<file path="src/rtl/fifo_wr_arb_pkg.sv">
// Shared state encoding, default sizing constants and a width helper for the
// FIFO write-side packet arbiter.
package fifo_wr_arb_pkg;

  localparam int DEF_NUM_REQ     = 4;
  localparam int DEF_DATA_WIDTH  = 8;
  localparam int DEF_MAX_PKT_LEN = 16;
  localparam int PKT_CNT_W       = 16;

  typedef enum logic [1:0] {
    IDLE = 2'd0,
    ARB  = 2'd1,
    XFER = 2'd2
  } arb_state_e;

  function automatic int idx_width(input int n);
    return (n > 1) ? $clog2(n) : 1;
  endfunction

endpackage

</file>
<file path="src/rtl/fifo_wr_arbiter_rr_pick.sv">
// Combinational round-robin selector: returns the first set request bit in the
// order last_grant+1, last_grant+2, ... (mod NUM_REQ).
module rr_pick
  import fifo_wr_arb_pkg::*;
#(
  parameter int NUM_REQ = DEF_NUM_REQ,
  parameter int IDX_W   = idx_width(NUM_REQ)
) (
  input  logic [NUM_REQ-1:0] req,
  input  logic [IDX_W-1:0]   last_grant,
  output logic [IDX_W-1:0]   idx,
  output logic               found
);

  logic [IDX_W-1:0]   cand_idx [NUM_REQ];
  logic [NUM_REQ-1:0] cand_valid;

  // cand_idx[gi] is the requester sitting gi+1 places after last_grant
  genvar gi;
  generate
    for (gi = 0; gi < NUM_REQ; gi++) begin : g_cand
      logic [IDX_W:0] sum;
      assign sum = {1'b0, last_grant} + (IDX_W+1)'(gi + 1);
      assign cand_idx[gi] = (sum >= (IDX_W+1)'(NUM_REQ)) ?
                            IDX_W'(sum - (IDX_W+1)'(NUM_REQ)) : sum[IDX_W-1:0];
      assign cand_valid[gi] = req[cand_idx[gi]];
    end
  endgenerate

  always_comb begin
    idx   = '0;
    found = 1'b0;
    for (int k = NUM_REQ - 1; k >= 0; k--) begin
      if (cand_valid[k]) begin
        idx   = cand_idx[k];
        found = 1'b1;
      end
    end
  end

endmodule

</file>
<file path="src/rtl/fifo_wr_arbiter.sv">
// Packet-atomic round-robin arbiter that merges NUM_REQ beat streams onto one
// FIFO write port; ownership is held from first beat to packet end.
module fifo_wr_arbiter
  import fifo_wr_arb_pkg::*;
#(
  parameter int  NUM_REQ     = DEF_NUM_REQ,
  parameter int  DATA_WIDTH  = DEF_DATA_WIDTH,
  parameter int  MAX_PKT_LEN = DEF_MAX_PKT_LEN,
  localparam int IDX_W       = idx_width(NUM_REQ),
  localparam int BEAT_W      = $clog2(MAX_PKT_LEN) + 1
) (
  input  logic                          wr_clk,
  input  logic                          wr_rst,
  input  logic [NUM_REQ-1:0]            req_valid,
  input  logic [NUM_REQ*DATA_WIDTH-1:0] req_data,
  input  logic [NUM_REQ-1:0]            req_last,
  output logic [NUM_REQ-1:0]            req_ready,
  input  logic                          full,
  output logic                          wr_en,
  output logic [DATA_WIDTH-1:0]         wr_data,
  output logic [IDX_W-1:0]              grant_id,
  output logic                          busy,
  output logic [PKT_CNT_W-1:0]          pkt_count,
  output logic                          err_len
);

  arb_state_e            state_reg, state_next;
  logic [IDX_W-1:0]      grant_reg, grant_next;
  logic [IDX_W-1:0]      last_grant_reg, last_grant_next;
  logic [BEAT_W-1:0]     beat_cnt_reg, beat_cnt_next;
  logic [PKT_CNT_W-1:0]  pkt_count_reg, pkt_count_next;
  logic                  err_len_reg, err_len_next;
  logic                  busy_reg, busy_next;

  logic [IDX_W-1:0]      pick_idx;
  logic                  pick_found;
  logic [DATA_WIDTH-1:0] data_arr [NUM_REQ];
  logic                  in_xfer;
  logic                  owner_valid;
  logic                  owner_last;
  logic                  accept;
  logic                  len_hit;
  logic                  pkt_end;

  rr_pick #(
    .NUM_REQ (NUM_REQ),
    .IDX_W   (IDX_W)
  ) u_rr_pick (
    .req        (req_valid),
    .last_grant (last_grant_reg),
    .idx        (pick_idx),
    .found      (pick_found)
  );

  genvar gi;
  generate
    for (gi = 0; gi < NUM_REQ; gi++) begin : g_req
      assign data_arr[gi]  = req_data[gi*DATA_WIDTH +: DATA_WIDTH];
      assign req_ready[gi] = accept & (grant_reg == IDX_W'(gi));
    end
  endgenerate

  assign in_xfer     = (state_reg == XFER);
  assign owner_valid = req_valid[grant_reg];
  assign owner_last  = req_last[grant_reg];
  assign accept      = in_xfer & owner_valid & ~full;
  // beat_cnt_reg counts beats already taken, so this accept is beat MAX_PKT_LEN
  assign len_hit     = (beat_cnt_reg == BEAT_W'(MAX_PKT_LEN - 1));
  assign pkt_end     = accept & (owner_last | len_hit);

  assign wr_en     = accept;
  assign wr_data   = in_xfer ? data_arr[grant_reg] : '0;
  assign grant_id  = grant_reg;
  assign busy      = busy_reg;
  assign pkt_count = pkt_count_reg;
  assign err_len   = err_len_reg;

  always_comb begin
    state_next      = state_reg;
    grant_next      = grant_reg;
    last_grant_next = last_grant_reg;
    beat_cnt_next   = beat_cnt_reg;
    pkt_count_next  = pkt_count_reg;
    err_len_next    = err_len_reg;
    case (state_reg)
      IDLE: begin
        if (|req_valid) state_next = ARB;
      end
      ARB: begin
        beat_cnt_next = '0;
        // a requester may withdraw before arbitration; fall back to IDLE then
        if (pick_found) begin
          grant_next = pick_idx;
          state_next = XFER;
        end else begin
          state_next = IDLE;
        end
      end
      XFER: begin
        if (accept) beat_cnt_next = beat_cnt_reg + BEAT_W'(1);
        if (pkt_end) begin
          pkt_count_next  = pkt_count_reg + PKT_CNT_W'(1);
          last_grant_next = grant_reg;
          beat_cnt_next   = '0;
          if (!owner_last) err_len_next = 1'b1;
          state_next = (|req_valid) ? ARB : IDLE;
        end
      end
      default: state_next = IDLE;
    endcase
    busy_next = (state_next != IDLE);
  end

  always_ff @(posedge wr_clk or posedge wr_rst) begin
    if (wr_rst) begin
      state_reg      <= IDLE;
      grant_reg      <= '0;
      last_grant_reg <= IDX_W'(NUM_REQ - 1);
      beat_cnt_reg   <= '0;
      pkt_count_reg  <= '0;
      err_len_reg    <= 1'b0;
      busy_reg       <= 1'b0;
    end else begin
      state_reg      <= state_next;
      grant_reg      <= grant_next;
      last_grant_reg <= last_grant_next;
      beat_cnt_reg   <= beat_cnt_next;
      pkt_count_reg  <= pkt_count_next;
      err_len_reg    <= err_len_next;
      busy_reg       <= busy_next;
    end
  end

endmodule

</file>
<file path="config.mk">
export PLATFORM = sky130hd
export DESIGN_NAME = fifo_wr_arbiter
export DESIGN_NICKNAME = d
export VERILOG_FILES = /design/src/rtl/fifo_wr_arb_pkg.sv /design/src/rtl/fifo_wr_arbiter_rr_pick.sv /design/src/rtl/fifo_wr_arbiter.sv
export SDC_FILE = /design/constraint.sdc
export NUM_CORES = 1
export LEC_CHECK = 0
export CAP_MARGIN = 20
export CORE_UTILIZATION = 47
export CTS_CLUSTER_DIAMETER = 120
export DETAILED_ROUTE_END_ITERATION = 16
export GPL_ROUTABILITY_DRIVEN = 0
export PLACE_DENSITY = 0.86
export REMOVE_ABC_BUFFERS = 1
export SETUP_SLACK_MARGIN = 0.3
export SYNTH_ARGS = -nofsm -noshare
export SYNTH_HDL_FRONTEND = slang
export SYNTH_HIERARCHICAL = 1
export SYNTH_SLANG_ARGS = --single-unit
</file>
<file path="constraint.sdc">
create_clock -name wr_clk -period 6.2 [get_ports wr_clk]
set_input_delay 1.55 -clock wr_clk [delete_from_list [all_inputs] [get_ports wr_clk]]
set_output_delay 1.55 -clock wr_clk [all_outputs]
set_load 0.01 [all_outputs]
</file>
==> run_summary.xml <==
<?xml version="1.0" encoding="UTF-8"?>
<metrics>
  <group name="critical_path">
    <metric name="cp-end-kind" unit="">output port</metric>
    <metric name="path_max_fanout" unit="">6</metric>
    <metric name="timing.critical_path.buf_inv" unit="">2</metric>
    <metric name="timing.critical_path.required" unit="ns">4.65</metric>
    <metric name="cp_cell_sequence" unit="">clkdlybuf4s50_1 -&gt; mux2i_1 -&gt; or2_2 -&gt; nor2_1 -&gt; clkdlybuf4s50_1</metric>
    <metric name="path_delay_family" unit="">buffers and inverters</metric>
    <metric name="worst_path_arrival" unit="ns">3.32</metric>
    <metric name="critical_path.slowest_cell" unit="">sky130_fd_sc_hd__clkdlybuf4s50_1</metric>
    <metric name="critical_path_class" unit="">input port to output port</metric>
    <metric name="critical_path.max_stage_delay" unit="ns">0.57</metric>
    <metric name="r2r-end" unit="">pkt_count[10]</metric>
    <metric name="timing.reg2reg.setup_slack" unit="ns">3.33</metric>
    <metric name="rr_worst_depth" unit="">7</metric>
    <metric name="crit_path_start_kind" unit="">input port</metric>
    <metric name="regToRegStartpoint" unit="">state_reg[0]</metric>
    <metric name="crit_top_cell" unit="">sky130_fd_sc_hd__clkdlybuf4s50_1</metric>
  </group>
  <group name="timing">
    <metric name="worst_slew_margin_rel" unit="%">46.80</metric>
    <metric name="achievable-frequency" unit="MHz">205.4</metric>
    <metric name="slew_violations" unit="">0</metric>
    <metric name="finClkSkew" unit="ns">0.007415</metric>
    <metric name="layout_worst_path_cycle_share" unit="%">78.53</metric>
    <metric name="hold_viol_final" unit="">0</metric>
    <metric name="setup_viol" unit="">0</metric>
    <metric name="setup-tns-final" unit="ns">0</metric>
    <metric name="minimum_period_implied_by_the_final_worst_setup_slack" unit="ns">4.869</metric>
    <metric name="grt_setup_unrepaired" unit="">no</metric>
    <metric name="max_slew.worst_pin.slew" unit="ns">0.7979</metric>
  </group>
  <group name="clocking">
    <metric name="post_cts_buffers" unit="">0</metric>
    <metric name="cts_buffer_count" unit="">5</metric>
    <metric name="clock_sinks" unit="">29</metric>
    <metric name="post_cts_resized" unit="">0</metric>
    <metric name="clk_latency" unit="ns">0.29</metric>
    <metric name="clk_transition_reported_paths" unit="ns">0.07</metric>
    <metric name="maximum_clock_insertion_buffer_count" unit="">2</metric>
    <metric name="postCtsHoldBufs" unit="">0</metric>
    <metric name="clock-root-buffer" unit="">sky130_fd_sc_hd__clkbuf_8</metric>
    <metric name="tritoncts_clock_tree" unit="">yes</metric>
    <metric name="clock_tree.htree_level_count" unit="">2</metric>
  </group>
  <group name="floorplan">
    <metric name="fp.dieW" unit="um">65.09</metric>
    <metric name="die-height" unit="um">65.09</metric>
    <metric name="floorplan.core_area" unit="um^2">3744</metric>
    <metric name="rows" unit="">22</metric>
    <metric name="io_pins" unit="">76</metric>
    <metric name="die_area" unit="um^2">4236</metric>
    <metric name="start_util" unit="%">49.97</metric>
  </group>
  <group name="routing">
    <metric name="detailed_route_wire_length_per_cell" unit="um">15.36</metric>
    <metric name="drc" unit="">0</metric>
    <metric name="viasPerCell" unit="">5.377</metric>
    <metric name="first_pass_iters" unit="">4</metric>
    <metric name="num_vias" unit="">1624</metric>
    <metric name="drt-initial-drc-count" unit="">62</metric>
    <metric name="routed_wirelength" unit="um">4639</metric>
    <metric name="antenna_left" unit="">0</metric>
  </group>
  <group name="layout">
    <metric name="layout-drive-gt1-share" unit="%">12.20</metric>
    <metric name="regArea" unit="um^2">728.2</metric>
    <metric name="antennaDiodeCount" unit="">0</metric>
    <metric name="final_net_count" unit="">303</metric>
    <metric name="mostFrequentLayoutCell" unit="">sky130_fd_sc_hd__clkdlybuf4s50_1</metric>
    <metric name="layout.cells.most_common_list" unit="">sky130_fd_sc_hd__clkdlybuf4s50_1 (75), sky130_fd_sc_hd__dfrtp_1 (27), sky130_fd_sc_hd__nand2_1 (13)</metric>
    <metric name="area_added_between_synthesis_and_finish" unit="%">49.43</metric>
    <metric name="filler_cell_count" unit="">259</metric>
    <metric name="multi_input_comb_area" unit="um^2">1054</metric>
    <metric name="number_of_flip_flops_in_the_largest_register" unit="">16</metric>
  </group>
  <group name="synth">
    <metric name="synth-main-ff-cell" unit="">sky130_fd_sc_hd__dfrtp_1</metric>
    <metric name="synth_largest_area_cell" unit="">sky130_fd_sc_hd__dfrtp_1</metric>
    <metric name="syn_avg_cell_area" unit="um^2">10.51</metric>
    <metric name="netlist-cell-type-count" unit="">44</metric>
    <metric name="synth-warning-count" unit="">6</metric>
    <metric name="synth_top_cells_by_area" unit="">sky130_fd_sc_hd__dfrtp_1 (36%), sky130_fd_sc_hd__mux4_2 (9.6%), sky130_fd_sc_hd__ha_1 (4.7%), sky130_fd_sc_hd__xor2_1 (4.7%), sky130_fd_sc_hd__mux2i_1 (3.7%)</metric>
    <metric name="synth-seq-area-share" unit="%">38.93</metric>
    <metric name="number_of_instances_in_the_synthesized_netlist" unit="">178</metric>
    <metric name="synth_largest_type_area_fraction" unit="%">36.12</metric>
    <metric name="async_sr_flop_fraction" unit="%">100.0</metric>
    <metric name="number_of_storage_elements_in_the_synthesis_netlist" unit="">29</metric>
    <metric name="count_of_flip_flops_with_a_built_in_enable_after_synthesis" unit="">0</metric>
    <metric name="post_synth_instance_area" unit="um^2">1871</metric>
  </group>
  <group name="power_and_ir_drop">
    <metric name="report.power.total" unit="mW">0.8580</metric>
    <metric name="ir_worst_vdd" unit="mV">0.2626</metric>
    <metric name="cellLeakagePower" unit="nW">1.199</metric>
    <metric name="power_per_cell_area" unit="nW/um^2">307.0</metric>
  </group>
  <group name="global_routing">
    <metric name="wire_length_of_the_first_global_routing_pass" unit="um">7534</metric>
    <metric name="grt_start_max_net_pins" unit="">30</metric>
    <metric name="number_of_global_route_vias_before_repair" unit="">1551</metric>
    <metric name="antenna_found_initial" unit="">0</metric>
    <metric name="grt.overflow.total" unit="">0</metric>
    <metric name="track_usage" unit="%">24.01</metric>
  </group>
  <group name="min_path">
    <metric name="holdCritPathClass" unit="">register to register</metric>
    <metric name="timing.hold.worst.start" unit="">pkt_count[15]</metric>
    <metric name="holdPathEnd" unit="">pkt_count[15]</metric>
    <metric name="holdPathStages" unit="">1</metric>
  </group>
  <group name="status">
    <metric name="outcome" unit="">complete, no violations</metric>
  </group>
  <group name="placed_design">
    <metric name="dp_hpwl" unit="um">3468</metric>
    <metric name="io_buffer_count" unit="">75</metric>
  </group>
  <group name="run">
    <metric name="drv_cap" unit="">0</metric>
  </group>
</metrics>
report_power, final:
group	internal, mW	leakage, nW	switching (mW)	total [mW]
registers	0.228	0.384	0.0687	0.296
clock network	0.159	0.0681	0.0741	0.234
logic	0.200	0.747	0.128	0.328
total	0.587	1.20	0.271	0.858
synthesized netlist by cell type (2+ instances only):
cell	n
sky130_fd_sc_hd__nand3_1	8
sky130_fd_sc_hd__mux2_2	4
sky130_fd_sc_hd__or2_1	2
sky130_fd_sc_hd__mux2i_1	7
sky130_fd_sc_hd__dfrtp_1	27
sky130_fd_sc_hd__nand4_1	3
sky130_fd_sc_hd__nor2b_1	2
sky130_fd_sc_hd__xnor2_1	5
sky130_fd_sc_hd__nand3b_1	2
sky130_fd_sc_hd__buf_6	2
sky130_fd_sc_hd__a31oi_1	2
sky130_fd_sc_hd__clkbuf_1	3
sky130_fd_sc_hd__xor2_1	10
sky130_fd_sc_hd__nand2b_1	3
sky130_fd_sc_hd__nor2_1	11
sky130_fd_sc_hd__dfstp_2	2
sky130_fd_sc_hd__o21ai_0	5
sky130_fd_sc_hd__or2_2	3
sky130_fd_sc_hd__mux4_2	8
sky130_fd_sc_hd__nand2_1	13
sky130_fd_sc_hd__inv_1	11
sky130_fd_sc_hd__ha_1	7
sky130_fd_sc_hd__nor4_1	4
sky130_fd_sc_hd__buf_2	2
sky130_fd_sc_hd__o311ai_0	2
sky130_fd_sc_hd__nor4b_2	2
sky130_fd_sc_hd__a21oi_1	2
sky130_fd_sc_hd__and3_1	3
sky130_fd_sc_hd__and2_1	8
kinds of logic after synthesis:
family	Yosys count	synth area share (%)
and+or+nand+nor	70	21.41
muxes	19	15.79
buffers and inverters	19	4.749
DFF	29	38.93
adders and majority gates	7	4.682
xor gates and xnor gates	15	7.023
AOI/OAI and AO/OA	19	7.425
worst max path at each step:
| stage | start | end | depth (start not counted) |
|---|---|---|---|
| global placement | full | req_ready[0] | 5 |
| floorplan | full | req_ready[0] | 3 |
| CTS | req_valid[3] | req_ready[2] | 5 |
| detailed placement | full | req_ready[0] | 5 |
| global route | full | req_ready[0] | 5 |
| finish | req_valid[3] | req_ready[2] | 5 |
stage by stage:
stage,hold slack [ns],instance area [um^2],util [%],setup WS [ns],instances
floorplan,0.4498,1823,-,2.296,170
finish,0.4690,2795,74.67,1.331,302
detailed placement,0.4613,2634,70.35,1.331,293
global route,0.4805,2795,74.67,1.227,302
global placement,0.4588,2634,70.35,1.360,293
CTS,0.4740,2768,73.93,1.331,301
worst reg2reg max path, stage by stage (launching register included):
cell                      delay (ns)
sky130_fd_sc_hd__dfrtp_1        0.40
sky130_fd_sc_hd__inv_1          0.13
sky130_fd_sc_hd__ha_1           0.46
sky130_fd_sc_hd__or3b_1         0.41
sky130_fd_sc_hd__o22a_1         0.27
sky130_fd_sc_hd__or2_1          0.51
sky130_fd_sc_hd__nor4_1         0.45
sky130_fd_sc_hd__xor2_1         0.18
routing by layer:
| layer | vias to the layer above | wire [um] | share of wire [%] | GRT usage [%] |
|---|---|---|---|---|
| li1 | 785 | - | - | - |
| met5 | - | 0 | 0 | 0 |
| met2 | 29 | 2294 | 49 | 38.28 |
| met4 | 0 | 87 | 1.9 | 8.696 |
| met1 | 800 | 2087 | 45 | 31.19 |
| met3 | 10 | 170 | 3.7 | 6.514 |
area by class of cell:
type	count	area share [%]
clock inverters	3	2.328
repair buffers	76	27.84
inverters	11	1.477
multi-input cells	130	37.69
flip-flops and latches	29	26.05
well taps	48	2.149
clock buffers	5	2.462
Power figures use the tool's default switching activity.
